===== config.mk =====
export PLATFORM = sky130hd
export DESIGN_NAME = fire_alarm_ctrl
export DESIGN_NICKNAME = d
export VERILOG_FILES = /design/src/rtl/fire_alarm_pkg.sv /design/src/rtl/fire_tick_gen.sv /design/src/rtl/fire_alarm_ctrl.sv
export SDC_FILE = /design/constraint.sdc
export NUM_CORES = 1
export LEC_CHECK = 0
export ABC_AREA = 1
export CAP_MARGIN = 10
export CORE_MARGIN = 1.5
export CORE_UTILIZATION = 53
export CTS_BUF_LIST = sky130_fd_sc_hd__clkbuf_8
export DETAILED_ROUTE_END_ITERATION = 8
export PLACE_DENSITY = 0.7
export REMOVE_ABC_BUFFERS = 1
export SETUP_SLACK_MARGIN = 0.1
export SKIP_LAST_GASP = 1
export SYNTH_ARGS = -nofsm -noshare
export SYNTH_HDL_FRONTEND = slang
export SYNTH_HIERARCHICAL = 1
export SYNTH_SLANG_ARGS = --single-unit

===== constraint.sdc =====
create_clock -name clk -period 2.3 [get_ports clk]
set_clock_uncertainty 0.05 [all_clocks]
set_input_delay 0.575 -clock clk [delete_from_list [all_inputs] [get_ports clk]]
set_output_delay 0.575 -clock clk [all_outputs]
set_load 0.02 [all_outputs]

===== src/rtl/fire_alarm_pkg.sv =====
// Shared state encoding, parameter defaults and helpers for the flame-sensor alarm controller.
package fire_alarm_pkg;

  typedef enum logic [1:0] {
    ST_IDLE    = 2'd0,
    ST_SUSPECT = 2'd1,
    ST_ALARM   = 2'd2,
    ST_CLEAR   = 2'd3
  } fa_state_t;

  localparam int DEF_SAMPLE_DIV  = 50000;
  localparam int DEF_CONFIRM_CNT = 8;
  localparam int DEF_BLINK_DIV   = 12500000;

  // Confirmation counter saturates at all-ones instead of wrapping.
  function automatic logic [7:0] sat_inc(input logic [7:0] value);
    return (value == 8'hFF) ? value : value + 8'd1;
  endfunction

endpackage


===== src/rtl/fire_tick_gen.sv =====
// Free-running divider: one-cycle tick every DIV clocks, first tick DIV cycles after reset release.
module fire_tick_gen #(
  parameter int DIV = 4
) (
  input  logic clk,
  input  logic rst,
  output logic tick
);

  localparam int W = (DIV > 1) ? $clog2(DIV) : 1;
  localparam logic [W-1:0] LAST = W'(DIV - 1);

  logic [W-1:0] cnt_reg;

  always_ff @(posedge clk or posedge rst) begin
    if (rst) begin
      cnt_reg <= '0;
    end else if (cnt_reg == LAST) begin
      cnt_reg <= '0;
    end else begin
      cnt_reg <= cnt_reg + W'(1);
    end
  end

  assign tick = (cnt_reg == LAST);

endmodule


===== src/rtl/fire_alarm_ctrl.sv =====
// Flame-sensor alarm controller: debounced confirm/clear FSM with blinking lamp and mutable buzzer.
// Define FIRE_ALARM_LATCH_EN to keep a cleared alarm latched in CLEAR until the operator acknowledges.
module fire_alarm_ctrl
  import fire_alarm_pkg::*;
#(
  parameter int SAMPLE_DIV  = DEF_SAMPLE_DIV,
  parameter int CONFIRM_CNT = DEF_CONFIRM_CNT,
  parameter int BLINK_DIV   = DEF_BLINK_DIV
) (
  input  logic       clk,
  input  logic       rst,
  input  logic       do_in,
  input  logic       ack,
  output logic       led,
  output logic       buzzer,
  output logic       alarm,
  output logic [1:0] state
);

  localparam logic [7:0] CONFIRM_TARGET = 8'(CONFIRM_CNT);

  logic [1:0] sync_reg;
  logic       flame;
  logic       sample_tick;
  logic       blink_tick;
  logic       blink_rst;

  fa_state_t  state_reg, state_next;
  logic [7:0] cnt_reg, cnt_next, cnt_inc;
  logic       mute_reg, mute_next;
  logic       led_reg, led_next;
  logic       buzzer_reg;
  logic       alarm_reg;
  logic       blink_hold_reg;
  logic       active_now, active_next;

  always_ff @(posedge clk or posedge rst) begin
    if (rst) begin
      sync_reg <= 2'b11;
    end else begin
      sync_reg <= {sync_reg[0], do_in};
    end
  end

  assign flame = ~sync_reg[1];

  fire_tick_gen #(.DIV(SAMPLE_DIV)) u_sample_tick (
    .clk  (clk),
    .rst  (rst),
    .tick (sample_tick)
  );

  // The blink divider is held cleared by a registered flag while the alarm is inactive,
  // so every fresh alarm starts a full lamp half-period.
  assign blink_rst = rst | blink_hold_reg;

  fire_tick_gen #(.DIV(BLINK_DIV)) u_blink_tick (
    .clk  (clk),
    .rst  (blink_rst),
    .tick (blink_tick)
  );

  assign cnt_inc     = sat_inc(cnt_reg);
  assign active_now  = (state_reg == ST_ALARM) || (state_reg == ST_CLEAR);
  assign active_next = (state_next == ST_ALARM) || (state_next == ST_CLEAR);

  always_comb begin
    state_next = state_reg;
    cnt_next   = cnt_reg;
    mute_next  = mute_reg;

    if (active_now && ack) begin
      mute_next = 1'b1;
    end

    case (state_reg)
      ST_IDLE: begin
        if (sample_tick && flame) begin
          if (CONFIRM_CNT == 1) begin
            state_next = ST_ALARM;
            cnt_next   = '0;
          end else begin
            state_next = ST_SUSPECT;
            cnt_next   = 8'd1;
          end
        end
      end
      ST_SUSPECT: begin
        if (sample_tick) begin
          if (!flame) begin
            state_next = ST_IDLE;
            cnt_next   = '0;
          end else if (cnt_inc >= CONFIRM_TARGET) begin
            state_next = ST_ALARM;
            cnt_next   = '0;
          end else begin
            cnt_next = cnt_inc;
          end
        end
      end
      ST_ALARM: begin
        if (sample_tick) begin
          if (flame) begin
            cnt_next = '0;
          end else if (CONFIRM_CNT == 1) begin
`ifdef FIRE_ALARM_LATCH_EN
            state_next = ST_CLEAR;
            cnt_next   = 8'd1;
`else
            state_next = ST_IDLE;
            cnt_next   = '0;
`endif
          end else begin
            state_next = ST_CLEAR;
            cnt_next   = 8'd1;
          end
        end
      end
      ST_CLEAR: begin
`ifdef FIRE_ALARM_LATCH_EN
        // Once the clear count is reached only an acknowledge releases the alarm.
        if (ack && (cnt_reg >= CONFIRM_TARGET)) begin
          state_next = ST_IDLE;
          cnt_next   = '0;
        end else if (sample_tick) begin
          if (flame) begin
            state_next = ST_ALARM;
            cnt_next   = '0;
          end else begin
            cnt_next = cnt_inc;
          end
        end
`else
        if (sample_tick) begin
          if (flame) begin
            state_next = ST_ALARM;
            cnt_next   = '0;
          end else if (cnt_inc >= CONFIRM_TARGET) begin
            state_next = ST_IDLE;
            cnt_next   = '0;
          end else begin
            cnt_next = cnt_inc;
          end
        end
`endif
      end
      default: begin
        state_next = ST_IDLE;
        cnt_next   = '0;
      end
    endcase

    // A fresh alarm always sounds; returning to idle forgets the mute.
    if (state_next == ST_IDLE || (!active_now && active_next)) begin
      mute_next = 1'b0;
    end
  end

  always_comb begin
    led_next = led_reg;
    if (!active_next) begin
      led_next = 1'b0;
    end else if (!active_now) begin
      led_next = 1'b1;
    end else if (blink_tick) begin
      led_next = ~led_reg;
    end
  end

  always_ff @(posedge clk or posedge rst) begin
    if (rst) begin
      state_reg      <= ST_IDLE;
      cnt_reg        <= '0;
      mute_reg       <= 1'b0;
      led_reg        <= 1'b0;
      buzzer_reg     <= 1'b0;
      alarm_reg      <= 1'b0;
      blink_hold_reg <= 1'b1;
    end else begin
      state_reg      <= state_next;
      cnt_reg        <= cnt_next;
      mute_reg       <= mute_next;
      led_reg        <= led_next;
      buzzer_reg     <= active_next && !mute_next;
      alarm_reg      <= active_next;
      blink_hold_reg <= !active_next;
    end
  end

  assign led    = led_reg;
  assign buzzer = buzzer_reg;
  assign alarm  = alarm_reg;
  assign state  = state_reg;

endmodule


Word level (Yosys, flattened, before mapping) --
Cells that the tools add are included.
Cells by class: equality and inequality tests 13, shifts and indexed selects 0, div/mod/pow operators 0, multiplexer cells 27, $lt $le $gt $ge 1, add/subtract/negate cells 3, reduce and logical (&&, ||, !) cells 13, bitwise gates (word level) 3, $mul 0
Operator list (count):
- 8-bit 2-to-1 mux | 8
- 8-bit one-hot mux with 4 select lines | 1
- 24-bit by 1-bit adder with 24-bit output, second input constant | 1
- 24-bit == test, second input constant | 1
- 24-bit 2-to-1 mux | 1
- 2-bit 2-to-1 mux | 9
- 16-bit by 1-bit adder with 16-bit output, second input constant | 1
- 16-bit == test, second input constant | 1
- 16-bit 2-to-1 mux | 1
- 8-bit by 1-bit adder with 8-bit output, second input constant | 1
- 2-bit == test, second input constant | 4
- 8-bit == test, second input constant | 1
- 8-bit by 4-bit greater-or-equal comparator with 1-bit output, second input constant | 1
- 2-bit inequality test, second input constant | 4
- 2-bit one-hot mux with 4 select lines | 1
- 1-bit 2-to-1 mux | 6
- 1-bit logical AND | 4
- 2-bit zero test | 2
- 4-bit AND reduction | 1
- 1-bit zero test | 3
- 1-bit logical OR | 3
- 3-bit inequality test, second input constant | 1
- 2-bit by 1-bit == test with 1-bit output, second input constant | 1
- 1-bit NOT | 2
- 1-bit OR | 1
Word-level totals: logic and storage cells 70, flip-flop bits (word level) 57, bits of input ports 4, bits in latches 0, output and inout bits 5, bits in writable memories 0, ROM bits 0, memories 0

Depth between registers and ports, before layout --
depth in word-level cells 14, depth in mapped cells 14, mapped depth without buffers 14

Modules after synthesis --
Netlist, hierarchy kept.
Modules (own cells, without submodules):
- fire_tick_gen (u_blink_tick) | area an instance 1403.8 sq um, sequential area each 600.6 sq um, cells each 193, times used 1
- fire_alarm_ctrl | area an instance 913.4 sq um, sequential area each 404.1 sq um, cells each 125, times used 1
- fire_tick_gen (u_sample_tick) | area an instance 880.8 sq um, sequential area each 400.4 sq um, cells each 122, times used 1

Worst setup path before layout --
No wires, ideal clock.
path type reg2reg, start register u_sample_tick.cnt_reg[0], end register mute_reg, arrival 1.601 ns, period minus slack after synthesis 1.724 ns, setup slack 0.576 ns, data required time 2.177 ns, library setup time 0.073 ns, path buffers 0, stages on the path, launching flop included 14, cell sequence dfrtp_1 -> ha_1 -> nand3_2 -> nor2_1 -> nand2_2 -> inv_2 -> inv_1 -> nor2_1 -> inv_1 -> nor2_1 -> nand2_1 -> nand2_2 -> nand2_4 -> a21oi_2
Between the ends: word-level cells in the longest chain between the ends 9, elaborated cells between the ends (all ways) 14, classes of those cells eq/ne: 3; mux: 6; reduce/logical: 5
RTL lines:
- from (decl) | line fire_tick_gen.sv:13 | logic [W-1:0] cnt_reg;
- from (signal assigned) | line fire_tick_gen.sv:21 | cnt_reg <= cnt_reg + W'(1);
- 16-bit == test * | line fire_tick_gen.sv:25 | assign tick = (cnt_reg == LAST);
- net sample_tick | line fire_alarm_ctrl.sv:24 | logic sample_tick;
- 1-bit logical AND | line fire_alarm_ctrl.sv:78 | if (sample_tick && flame) begin
- 2-bit 2-to-1 mux | line fire_alarm_ctrl.sv:78
- 2-bit one-hot mux with 4 select lines * | line fire_alarm_ctrl.sv:76 | case (state_reg)
- 2-bit == test | line fire_alarm_ctrl.sv:65 | assign active_next = (state_next == ST_ALARM) || (state_next == ST_CLEAR);
- 1-bit logical OR | line fire_alarm_ctrl.sv:65
- 1-bit logical AND | line fire_alarm_ctrl.sv:154 | if (state_next == ST_IDLE || (!active_now && active_next)) begin
- 1-bit logical OR * | line fire_alarm_ctrl.sv:154
- 1-bit 2-to-1 mux * | line fire_alarm_ctrl.sv:154
- net mute_next | line fire_alarm_ctrl.sv:30 | logic mute_reg, mute_next;
- to (signal assigned) | line fire_alarm_ctrl.sv:182 | mute_reg <= mute_next;
- to (decl) | line fire_alarm_ctrl.sv:30
The timed path passes the listed nets; every way through them passes the cells marked *. A chain may end at the register's enable or synchronous reset.

Final worst setup path --
start register alarm_reg, in the netlist alarm, end output alarm
RTL lines:
- from (decl) | line fire_alarm_ctrl.sv:33 | logic alarm_reg;
- from (signal assigned) | line fire_alarm_ctrl.sv:185 | alarm_reg <= active_next;
- to (decl) | line fire_alarm_ctrl.sv:16 | output logic alarm,
No word-level cell between the ends.

==> impl_results.md <==
- Clock transition time at the flip-flop clock pins of the worst setup and hold paths: 100 ps
- Total global-route track usage: 21.1%
- Worst setup EP type: primary output
- Final Non-Filler Cells: 531
- Port buffer count: 8
- Die Width: 80.7 um
- # setup viols final: 0
- Post-CTS Repair Setup Buffers: 0
- Simple-Gate Fraction of Synth Area: 38.6%
- IO Pins: 9
- Count of TritonRoute iterations in the first routing pass: 4
- Critical-path cell list: clkdlybuf4s50_1
- Yosys warns: 6
- Status: completed
- Summed negative setup slack over all endpoints: 0 ps
- Worst hold path type: flop to flop
- Remaining design rule violation count: 0
- First-iteration detailed-routing DRC count: 95
- Category of the critical setup timing path: flop to primary output
- Antenna-violating nets left: 0
- Number of antenna violations at the first check in global routing: 0
- Vias per cell: 4.95
- Wire length per cell: 11.1 um
- Sink count of the clock tree: 56
- Worst relative slew slack: 59.7%
- Critical path required time: 1670 ps
- Core area: 0.00589 mm^2
- Fin nets: 462
- Vias in the first global route: 2511
- Post-synth EDFFs: 0
- Num CTS Buffers: 5
- Wire length of the first global-routing pass: 10.7 mm
- Kind of start point of the critical path: flop
- Resized Gates After CTS: 0
- Post-synthesis average cell area: 7.27 um^2
- Number of synthesized register bits: 56
- Pin count of the biggest net entering global routing: 25
- Slowest stage cell, crit path: sky130_fd_sc_hd__clkdlybuf4s50_1
- RD Place Congestion: 0.818
- Row cnt: 28
- Detailed Place HPWL: 4.46 mm
- Xor-xnor portion of the synthesized cell area: 4.38%
- TritonCTS clock tree: built
- Leakage power summed over all cells: 1.82 nW
- Synth Flop Type: sky130_fd_sc_hd__dfrtp_1
- Final routed wirelength across all metal layers: 5.91 mm
- Initial core utilization: 54.3%
- Fraction of post-synthesis cell area in the top cell type by area: 41.5%
- Synthesized-area fraction occupied by ao, oa, aoi and oai cells: 3.79%
- Deepest clock path buffer count: 2
- Post-synthesis mux area share: 0%
- Total power draw: 1.69 mW
- Latest clock arrival within the worst-skew pair: 320 ps
- Leading cell types by total area after synthesis: sky130_fd_sc_hd__dfrtp_1 (41%), sky130_fd_sc_hd__nand2_1 (15%), sky130_fd_sc_hd__nor2_1 (9.7%)
- Final Util: 59.3%
- Period utilization: 89.4%
- Total number of vias: 2631
- Delay-heaviest family, CP: buffers and inverters
- Standard cell area after detailed placement: 0.00337 mm^2
- CP max FO: 7
- Number of cells produced by synthesis: 440
- Post-route cell area: 0.00349 mm^2
- Power density normalized to cell area: 483 mW/mm^2
- Area growth from synthesis to final layout: 9.15%
- Total congestion overflow: 0
- Combined flip-flop and latch cell area: 0.00141 mm^2
- Maximum clock frequency: 486 MHz
- List of most frequent post-synthesis cells: sky130_fd_sc_hd__nand2_1 (125), sky130_fd_sc_hd__nor2_1 (83), sky130_fd_sc_hd__inv_1 (64)
- Unrepaired setup endpoints after global routing: no
- Flip-flop count of the largest register after layout: 24
- Worst endpoint data arrival time: 1430 ps
- Hold buffer count at cts: 0
- Cell taking the most area after synthesis: sky130_fd_sc_hd__dfrtp_1
- Sequential area share after synthesis: 43.9%
- Unique masters post-synth: 31
- Fillers: 546
- Combined buffer and inverter count along the critical path: 1
- Final Max Slew Viols: 0
- Shortest period the worst path allows: 2060 ps
- Library cell with the highest instance count after synthesis: sky130_fd_sc_hd__nand2_1
- Crit-path max cell delay: 650 ps
- Multi-input gate area: 0.00153 mm^2
- Combinational family with the most area after synthesis: simple AND/OR/NAND/NOR gates
- Total standard cell area after synthesis: 0.00320 mm^2
- Final hold viol count: 0
- DP Cell Count: 523
- Root cell of the clock tree: sky130_fd_sc_hd__clkbuf_8
- Worst ir drop on vdd: 317 uV
- Antenna fix cells: 0
- Fraction of synthesis flops using an asynchronous set or reset pin: 100%
- Fraction of layout instances using a drive strength above 1: 10.3%
- Number of H-tree levels: 2
- Actual transition at the worst max-transition pin: 604 ps
- Die boundary height: 80.7 um
- Adder-cell share of the synthesized area: 1.17%
- Die ar.: 0.00651 mm^2
- Max capacitance violation total: 0
## per-stage QoR
| step | setup slack (ps) | hold slack, ps |
|---|---|---|
| 6_report | 244 | 314 |
| 5_1_grt | 104 | 320 |
| 4_1_cts | 220 | 317 |
| 3_5_place_dp | 337 | 301 |
| 3_3_place_gp | 455 | 295 |
| 2_1_floorplan | 575 | 295 |
## area by class of cell
| type | instances | share of cell area (%) |
|---|---|---|
| multi-input cells | 316 | 43.9 |
| clock inverters | 3 | 1.43 |
| well taps | 75 | 2.69 |
| flip-flops and latches | 56 | 40.3 |
| repair buffers | 9 | 2.51 |
| inverters | 67 | 7.20 |
| clock buffers | 5 | 1.97 |
## kinds of logic (layout without fill, tap and decap cells)
logic type	after synthesis	after routing
AND/OR/NAND/NOR	276	276
adder cells (fa/ha/maj)	3	3
AO/OA/AOI/OAI	21	21
flip-flops	56	56
XOR/XNOR	16	16
buffers and inverters	68	84
## worst paths after layout
path	from	end	slack (ps)	depth (start not counted)
hold / removal	sync_reg[0]$_DFF_PP1_	sync_reg[1]$_DFF_PP1_	310	0
hold reg to reg	sync_reg[0]$_DFF_PP1_	sync_reg[1]$_DFF_PP1_	310	0
min in group asynchronous	blink_hold_reg$_DFF_PP1_	u_blink_tick/cnt_reg[22]$_DFF_PP0_	530	3
setup reg to reg	u_sample_tick/cnt_reg[0]$_DFF_PP0_	mute_reg$_DFF_PP0_	370	13
setup / recovery	alarm$_DFF_PP0_	alarm	240	1
max in group asynchronous	rst	u_blink_tick/cnt_reg[5]$_DFF_PP0_	1040	4
## cells in the final DEF (no fill, tap or decap), types with 2 or more instances in the layout
master / count
sky130_fd_sc_hd__nand2_1: 125
sky130_fd_sc_hd__nor2_1: 83
sky130_fd_sc_hd__inv_1: 64
sky130_fd_sc_hd__dfrtp_1: 53
sky130_fd_sc_hd__nand3_1: 26
sky130_fd_sc_hd__xor2_1: 14
sky130_fd_sc_hd__nand2_2: 10
sky130_fd_sc_hd__clkdlybuf4s50_1: 8
sky130_fd_sc_hd__nor2_2: 7
sky130_fd_sc_hd__a21oi_1: 7
sky130_fd_sc_hd__o21ai_0: 6
sky130_fd_sc_hd__clkbuf_8: 5
sky130_fd_sc_hd__nor2_4: 5
sky130_fd_sc_hd__nand4_1: 5
sky130_fd_sc_hd__nor3_1: 4
sky130_fd_sc_hd__inv_2: 3
sky130_fd_sc_hd__nand2_4: 3
sky130_fd_sc_hd__ha_1: 3
sky130_fd_sc_hd__dfstp_2: 3
sky130_fd_sc_hd__o21ai_1: 2
sky130_fd_sc_hd__nand3_2: 2
sky130_fd_sc_hd__xnor2_1: 2
sky130_fd_sc_hd__a21oi_2: 2
sky130_fd_sc_hd__nand3b_1: 2
## per-layer routing
metal	global-route usage, %	wire length (um)
met2	36.2	2880
met5	0	0
met4	5.17	40
met3	4.20	168
met1	27.2	2820
## report_power, final
part / total [mW] / internal [mW] / leakage [nW] / switching [mW]
combinational: 0.0183 / 0.00525 / 1.01 / 0.0131
sequential: 0.989 / 0.988 / 0.745 / 0.00126
clock: 0.680 / 0.336 / 0.0607 / 0.344
Power figures use the tool's default switching activity.
